$ cat src/rtl/cdc_handshake_sender.sv
// cdc_handshake_sender: holds one word stable and runs a four-phase req/ack handshake toward a remote clock domain
module cdc_handshake_sender #(
  parameter int DATA_WIDTH     = 8,
  parameter int SETUP_CYCLES   = 2,
  parameter int TIMEOUT_CYCLES = 1024
) (
  input  logic                  clk,
  input  logic                  reset,
  input  logic                  in_valid,
  input  logic [DATA_WIDTH-1:0] in_data,
  output logic                  in_ready,
  output logic [DATA_WIDTH-1:0] xfer_data,
  output logic                  xfer_req,
  input  logic                  ack_sync,
  input  logic                  timeout_clear,
  output logic                  timeout,
  output logic                  busy,
  output logic [15:0]           xfer_count
);
  // setup counter runs 0..SETUP_CYCLES-1, wait counter 0..TIMEOUT_CYCLES
  localparam int SW = (SETUP_CYCLES < 2) ? 1 : $clog2(SETUP_CYCLES);
  localparam int WW = (TIMEOUT_CYCLES < 1) ? 1 : $clog2(TIMEOUT_CYCLES + 1);
  typedef enum logic [1:0] {IDLE, SETUP, REQ, REL} state_t;
  state_t                state_q, state_d;
  logic [SW-1:0]         setup_q, setup_d;
  logic [WW-1:0]         wait_q, wait_d;
  logic [DATA_WIDTH-1:0] data_q, data_d;
  logic                  req_q, req_d;
  logic                  timeout_q, timeout_d;
  logic [15:0]           cnt_q, cnt_d;
  logic                  accept, setup_done, waiting, wait_sat, wait_hit;
  // a stale ack left in IDLE blocks new words until the remote side releases it
  assign in_ready   = (state_q == IDLE) && !ack_sync;
  assign busy       = state_q != IDLE;
  assign accept     = in_ready && in_valid;
  assign setup_done = setup_q == SW'(SETUP_CYCLES - 1);
  assign waiting    = (state_q == REQ && !ack_sync) || (state_q == REL && ack_sync);
  assign wait_sat   = wait_q == WW'(TIMEOUT_CYCLES);
  // timeout fires once, on the cycle the wait counter reaches the limit
  assign wait_hit   = (TIMEOUT_CYCLES != 0) && waiting && !wait_sat &&
                      (32'(wait_q) + 32'd1 == 32'(TIMEOUT_CYCLES));
  assign xfer_data  = data_q;
  assign xfer_req   = req_q;
  assign timeout    = timeout_q;
  assign xfer_count = cnt_q;
  // next-state for the handshake FSM, its counters and registered outputs
  always_comb begin
    state_d = state_q;
    setup_d = setup_q;
    wait_d  = wait_q;
    data_d  = data_q;
    req_d   = req_q;
    cnt_d   = cnt_q;
    case (state_q)
      IDLE: if (accept) begin
        state_d = SETUP;
        setup_d = '0;
        data_d  = in_data;
      end
      SETUP: if (setup_done) begin
        state_d = REQ;
        req_d   = 1'b1;
        wait_d  = '0;
      end else setup_d = setup_q + 1'b1;
      REQ: if (ack_sync) begin
        state_d = REL;
        req_d   = 1'b0;
        cnt_d   = cnt_q + 16'd1;
        wait_d  = '0;
      end
      REL: if (!ack_sync) state_d = IDLE;
      default: state_d = IDLE;
    endcase
    if (waiting && !wait_sat) wait_d = wait_q + 1'b1;
    timeout_d = wait_hit || (timeout_q && !timeout_clear);
  end
  // state registers with asynchronous reset so req drops immediately on reset
  always_ff @(posedge clk or posedge reset) begin
    if (reset) begin
      state_q   <= IDLE;
      setup_q   <= '0;
      wait_q    <= '0;
      data_q    <= '0;
      req_q     <= 1'b0;
      timeout_q <= 1'b0;
      cnt_q     <= '0;
    end else begin
      state_q   <= state_d;
      setup_q   <= setup_d;
      wait_q    <= wait_d;
      data_q    <= data_d;
      req_q     <= req_d;
      timeout_q <= timeout_d;
      cnt_q     <= cnt_d;
    end
  end
endmodule

$ cat config.mk
export PLATFORM = sky130hd
export DESIGN_NAME = cdc_handshake_sender
export DESIGN_NICKNAME = d
export VERILOG_FILES = /design/src/rtl/cdc_handshake_sender.sv
export SDC_FILE = /design/constraint.sdc
export NUM_CORES = 1
export LEC_CHECK = 0
export CORE_MARGIN = 10
export CORE_UTILIZATION = 50
export CTS_BUF_LIST = sky130_fd_sc_hd__clkbuf_4
export CTS_CLUSTER_DIAMETER = 80
export DETAILED_ROUTE_END_ITERATION = 6
export DONT_BUFFER_PORTS = 1
export GPL_ROUTABILITY_DRIVEN = 0
export HOLD_SLACK_MARGIN = 0.05
export PLACE_DENSITY = 0.72
export SLEW_MARGIN = 20
export SYNTH_ARGS = -nofsm -noshare
export SYNTH_HDL_FRONTEND = slang
export SYNTH_SLANG_ARGS = --single-unit
export TNS_END_PERCENT = 10
$ cat constraint.sdc
create_clock -name clk -period 2.93 [get_ports clk]
set_clock_uncertainty 0.1 [all_clocks]
set_input_delay 0.7325 -clock clk [delete_from_list [all_inputs] [get_ports clk]]
set_output_delay 0.7325 -clock clk [all_outputs]
set_load 0.005 [all_outputs]
Word level (Yosys, flattened, before mapping)
Index checks and enable logic that the tools add are counted.
- memories kept: 0
- input port bits: 13
- output and inout bits: 28
- latch bits: 0
- bits in registers: 40
- bits in read-only memories: 0
- RAM bits: 0
- magnitude comparators: 0
- add/sub/neg operators: 4
- multiply operators: 0
- bitwise operators: 0
- multiplexer cells: 15
- shift-type cells: 0
- divide/modulo/power cells: 0
- equality and inequality tests: 11
- reduce and logical (&&, ||, !) cells: 23
- operators by type and width (kind ; count):
    two-way mux 11 bit ; 3
    one-hot mux 11 bit (2 select lines) ; 1
    adder 16 x 1 -> 16 bit (second input constant) ; 1
    adder 11 x 1 -> 12 bit (second input constant) ; 1
    == test 12 x 11 -> 1 bit (second input constant) ; 1
    adder 11 x 1 -> 11 bit (second input constant) ; 1
    == test 11 bit (second input constant) ; 1
    two-way mux 2 bit ; 4
    != test 2 bit (second input constant) ; 4
    one-hot mux 2 bit (4 select lines) ; 1
    logical AND 1 bit ; 7
    AND reduction 2 bit ; 3
    AND reduction 3 bit ; 2
    nonzero test 2 bit ; 3
    == test 2 bit (second input constant) ; 2
    two-way mux 1 bit ; 4
    one-hot mux 1 bit (2 select lines) ; 2
    AND reduction 4 bit ; 1
    zero test 1 bit ; 3
    != test 3 x 2 -> 1 bit (second input constant) ; 1
    != test 3 bit (second input constant) ; 1
    nonzero test 3 bit ; 1
    == test 2 x 1 -> 1 bit (second input constant) ; 1
    zero test 2 bit ; 1
    2 further kinds ; 3

Logic depth before layout (Yosys ltp)
- depth after elaboration: 6
- gate-level depth with buffers: 8

Least setup slack after synthesis
Ideal clock, no wire load.
- path kind: input-to-reg
- from: in ack_sync
- to: reg state_q[1]
- required time: 2702 ps
- stages: 5
- data arrival time: 1685 ps
- path buffers: 0
- setup slack: 1017 ps
- path through: nor2b_1 -> nand2_2 -> nand2_1 -> and3_1 -> mux2_1
- cells in the longest elaborated chain, start to end: 5
- elaborated cells between the ends (all ways): 7
- those cells by class: 3 x eq/ne; 4 x reduce/logical
- RTL lines (item ; RTL line ; source):
    start: declaration ; 14 ; input logic ack_sync,
    zero test 1 bit ; - ;
    logical AND 1 bit ; 33 ; assign in_ready = (state_q == IDLE) && !ack_sync;
    logical AND 1 bit ; 35 ; assign accept = in_ready && in_valid;
    != test 2 bit (no source line) ; - ;
    AND reduction 4 bit (no source line) * ; - ;
    end signal: assignment ; 88 ; state_q <= state_d;
    end: declaration ; 24 ; state_t state_q, state_d;
Every way passes the cells marked *; elsewhere a longest branch is shown, timed or not.
A chain may end at the register's enable or synchronous reset.

Final worst setup path
- from: reg state_q[0]
- to: out in_ready
- cells in the longest elaborated chain, start to end: 2
- RTL lines (item ; RTL line ; source):
    zero test 2 bit ; 33 ;
    logical AND 1 bit ; 33 ;
    end: declaration ; 11 ; output logic in_ready,
No other way between the ends.

==> results.md <==
- The flow ran to the end, and the final reports show no timing, DRC or antenna violations.
- During I/O placement, the number of pins put on the boundary was 41.
- The maximum level of the CTS H-tree is 2.
- The area overhead of the layout relative to synthesis is 4.87%.
- The clock tree root driver cell is clkbuf_4.
- The placed instances occupy a cell area of 0.00211 mm^2.
- The Yosys warning count is 0.
- Max-cap violations in this run came to 0.
- The final core area utilization is 54.6%.
- Measured along the x axis, the die boundary spans 84.5 um.
- The floorplan step defined a die boundary enclosing 0.00714 mm^2.
- In this run the worst setup path begins at state_q[0].
- Final hold analysis gives a worst-case slack of 0.218 ns.
- Clock-pin slew was measured on the worst setup and hold paths at 0.12 ns.
- In this run switching power makes up 37.9% of total power.
- The routed layout has 1478 vias.
- Counting flops with a built-in enable in the synthesized netlist gives 0.
- The global-route total usage across every layer is 11.9%.
- The top fanout value on the critical path is 4.
- The worst path uses 75.9% of the clock period.
- Summing every instance area after synthesis gives 0.00208 mm^2.
- Measured along the y axis, the die boundary spans 84.5 um.
- Of all flip-flops after synthesis, the portion carrying an async set or reset was 100%.
- The cell count after placement is 243.
- The achievable clock frequency is 450 MHz.
- The clock share of power is 20.5%.
- Summed over all nets, the switching power comes to 0.665 mW.
- The CTS tree is done.
- Summing the sequential cell areas from Yosys gives 48.1% of the chip area.
- The clock drives 40 sinks.
- The total non-filler cell area in the finished layout is 0.00218 mm^2.
- In this run, CTS created clock tree buffers numbering 5.
- Combinational logic is responsible for 30.5% of the overall power.
- The repair_antennas step left the layout with diodes totalling 0.
- The core region is 0.00400 mm^2.
- The routed via count divided by cell count is 5.89.
- The maximum count of clock buffers along a single path is 2.
- The worst slew margin relative to its limit is 58.3%.
- The final sum of negative setup slack is 0 ns.
- The path type of the worst min-delay path is input pin to asynchronous set/reset pin.
- The post-CTS resize count is 0.
- The total of buffers placed on input and output ports is 0.
- The number of hold-repair buffers added at the cts stage is 0.
- The critical path is of the flop to primary output type.
- For this design, the slowest cell found on the critical path is dfrtp_1.
- In the final layout, the share of cells above drive strength 1 is 13.4%.
- The final routed wire length divided by cell count is 17.3 um.
- The gate count of the mapped netlist is 198.
- The delay of the slowest cell on the worst path is 0.43 ns.
- Broken down by cell family, the worst path's largest delay share belongs to flip-flops.
- When the netlist entered floorplanning its net count stood at 219.
- The worst setup path is launched from a flop.
- For this run, the number of standard cells in the final layout without fillers is 251.
- The first detailed-routing pass ran for 4 iterations.
- At the pin with the least slew margin, the transition time is 0.625 ns.
- For this run, the leading register cell type out of synthesis is dfrtp_1.
- Clock latency on the worst-skew pair, taken at its later pin, is 0.36 ns.
- The number of DRC violations after detailed-routing iteration 0 is 208.
- The final period demand of the worst path is 2.22 ns.
- The final count of pins violating max slew is 0.
- The estimated wirelength of the detail-placed design is 3.20 mm.
- The peak ir drop on the vdd network is 0.591 mV.
- Internal power comes to 1.09 mW.
- The worst setup slack after placement is 0.777 ns.
- The number of antenna violations at the first check in global routing is 0.
- The detail route stage leaves a number of antenna-violating nets equal to 0.
- The number of buffers inserted by post-CTS setup repair is 0.
- In this run the static leakage power is 0.940 nW.
- The design draws 1.75 mW.
- Walking the worst path, the cells encountered are inv_1 -> ha_1 -> nor2b_1.
- In this run the critical register-to-register path is launched from state_q[0].
- For this block, the routed nets add up to 4.33 mm of wire.
- The total grt overflow is 0.
- The number of failing hold endpoints at the final stage is 0.
- In the post-route analysis, the smallest setup slack over all paths is 0.707 ns.
- The number of distinct library cells after synthesis is 44.
- Entering global routing, the biggest net connects 25 pins.
- STA classifies the critical path endpoint as a primary output.
- The arrival time at the worst endpoint is 1.39 ns.
- The count of nets after finishing is 221.
- The data required time of the worst path is 2.10 ns.
- The first-pass GRT wire length is 7.18 mm.
- The share of total power dissipated in sequential elements is 49.0%.
- The count of endpoints failing setup in the final report is 0.
- The floorplan has 23 rows.
- Synthesis inferred 40 register bits.
- The power density relative to cell area is 804 mW/mm^2.
- The combined buffer and inverter count along the critical path is 1.
- After synthesis, the mean cell area works out to 10.5 um^2.
- Setup repair after global routing left no endpoint under its margin.
- The starting utilization of the core area is 52.0%.
- The number of global-route vias before repair came to 1474.
- The count of unresolved DRC violations after routing is 0.
-- worst paths after layout --
path | to | slack (ns) | cells past startpoint
max in group asynchronous | xfer_data[3] | 1.75 | 2
worst max-delay path | in_ready | 0.71 | 3
worst max register to register | wait_q[10] | 0.73 | 7
worst min-delay path | xfer_count[7] | 0.22 | 1
worst min register to register | xfer_count[15] | 0.42 | 1
min in group clk | xfer_data[4] | 0.41 | 1
-- power groups by stage --
stage	Sequential, mW	Combinational (mW)	Clock [mW]
floorplan	0.805	0.514	0
global placement	0.867	0.499	0
detailed placement	0.876	0.530	0
CTS	0.865	0.541	0.363
global route	0.886	0.599	0.382
finish	0.860	0.535	0.359
-- area by class of cell --
| cell class | instances | area, um^2 |
|---|---|---|
| multi-input combinational | 143 | 1000 |
| inverter | 9 | 33.8 |
| timing repair buffer | 1 | 7.51 |
| clock inverter | 3 | 37.5 |
| fill | 342 | 1820 |
| tap | 50 | 62.6 |
| sequential | 40 | 1000 |
| clock buffer | 5 | 37.5 |
-- kinds of logic after synthesis --
kind of cell | after synthesis | share of synthesized area [%]
fa+ha+maj | 8 | 4.81
xor+xnor | 17 | 7.16
simple gates | 73 | 18.8
mux | 11 | 5.83
flops | 40 | 48.1
compound gates | 34 | 11.5
buf+inv | 15 | 3.73
-- flip-flops by register name, summed over array words and instances, names as in the netlist --
name,count
xfer_count,16
wait_q,11
xfer_data,8
state_q,2
setup_done,1
timeout,1
xfer_req,1
-- cells in the final DEF, fill, tap and decap left out, types with 3 or more instances in the layout --
cell type,n
xnor2_1,14
inv_1,9
and2_1,3
xor2_1,3
nor2_1,13
nor2b_1,3
nand3_1,8
o21ai_0,4
clkbuf_4,5
o21ai_1,8
nor3_1,3
nand4_1,5
nand2b_1,3
a21oi_1,5
mux2_2,8
o31ai_1,4
dfrtp_1,40
nand2_1,21
ha_1,8
-- synthesized netlist by cell type (all sizes together) (4+ instances only) --
| library cell | number | area [um^2] |
|---|---|---|
| dfrtp | 40 | 1000 |
| buf | 5 | 40.0 |
| a21oi | 5 | 25.0 |
| nand3 | 10 | 60.1 |
| xnor2 | 14 | 123 |
| o31ai | 4 | 30.0 |
| o21ai | 14 | 77.6 |
| nand2 | 22 | 85.1 |
| ha | 8 | 100 |
| nand4 | 6 | 43.8 |
| inv | 9 | 33.8 |
| nor2 | 14 | 55.1 |
| mux2 | 9 | 101 |
-- per-layer routing --
metal	global-route usage [%]	share of wire, %	wire (um)	up-vias
met5	0	0	0	-
met2	20.0	51	2210	56
met1	13.1	40	1710	724
met4	4.64	1.5	66	0
li1	-	-	-	691
met3	4.64	8.0	347	7
Power figures use the tool's default switching activity.
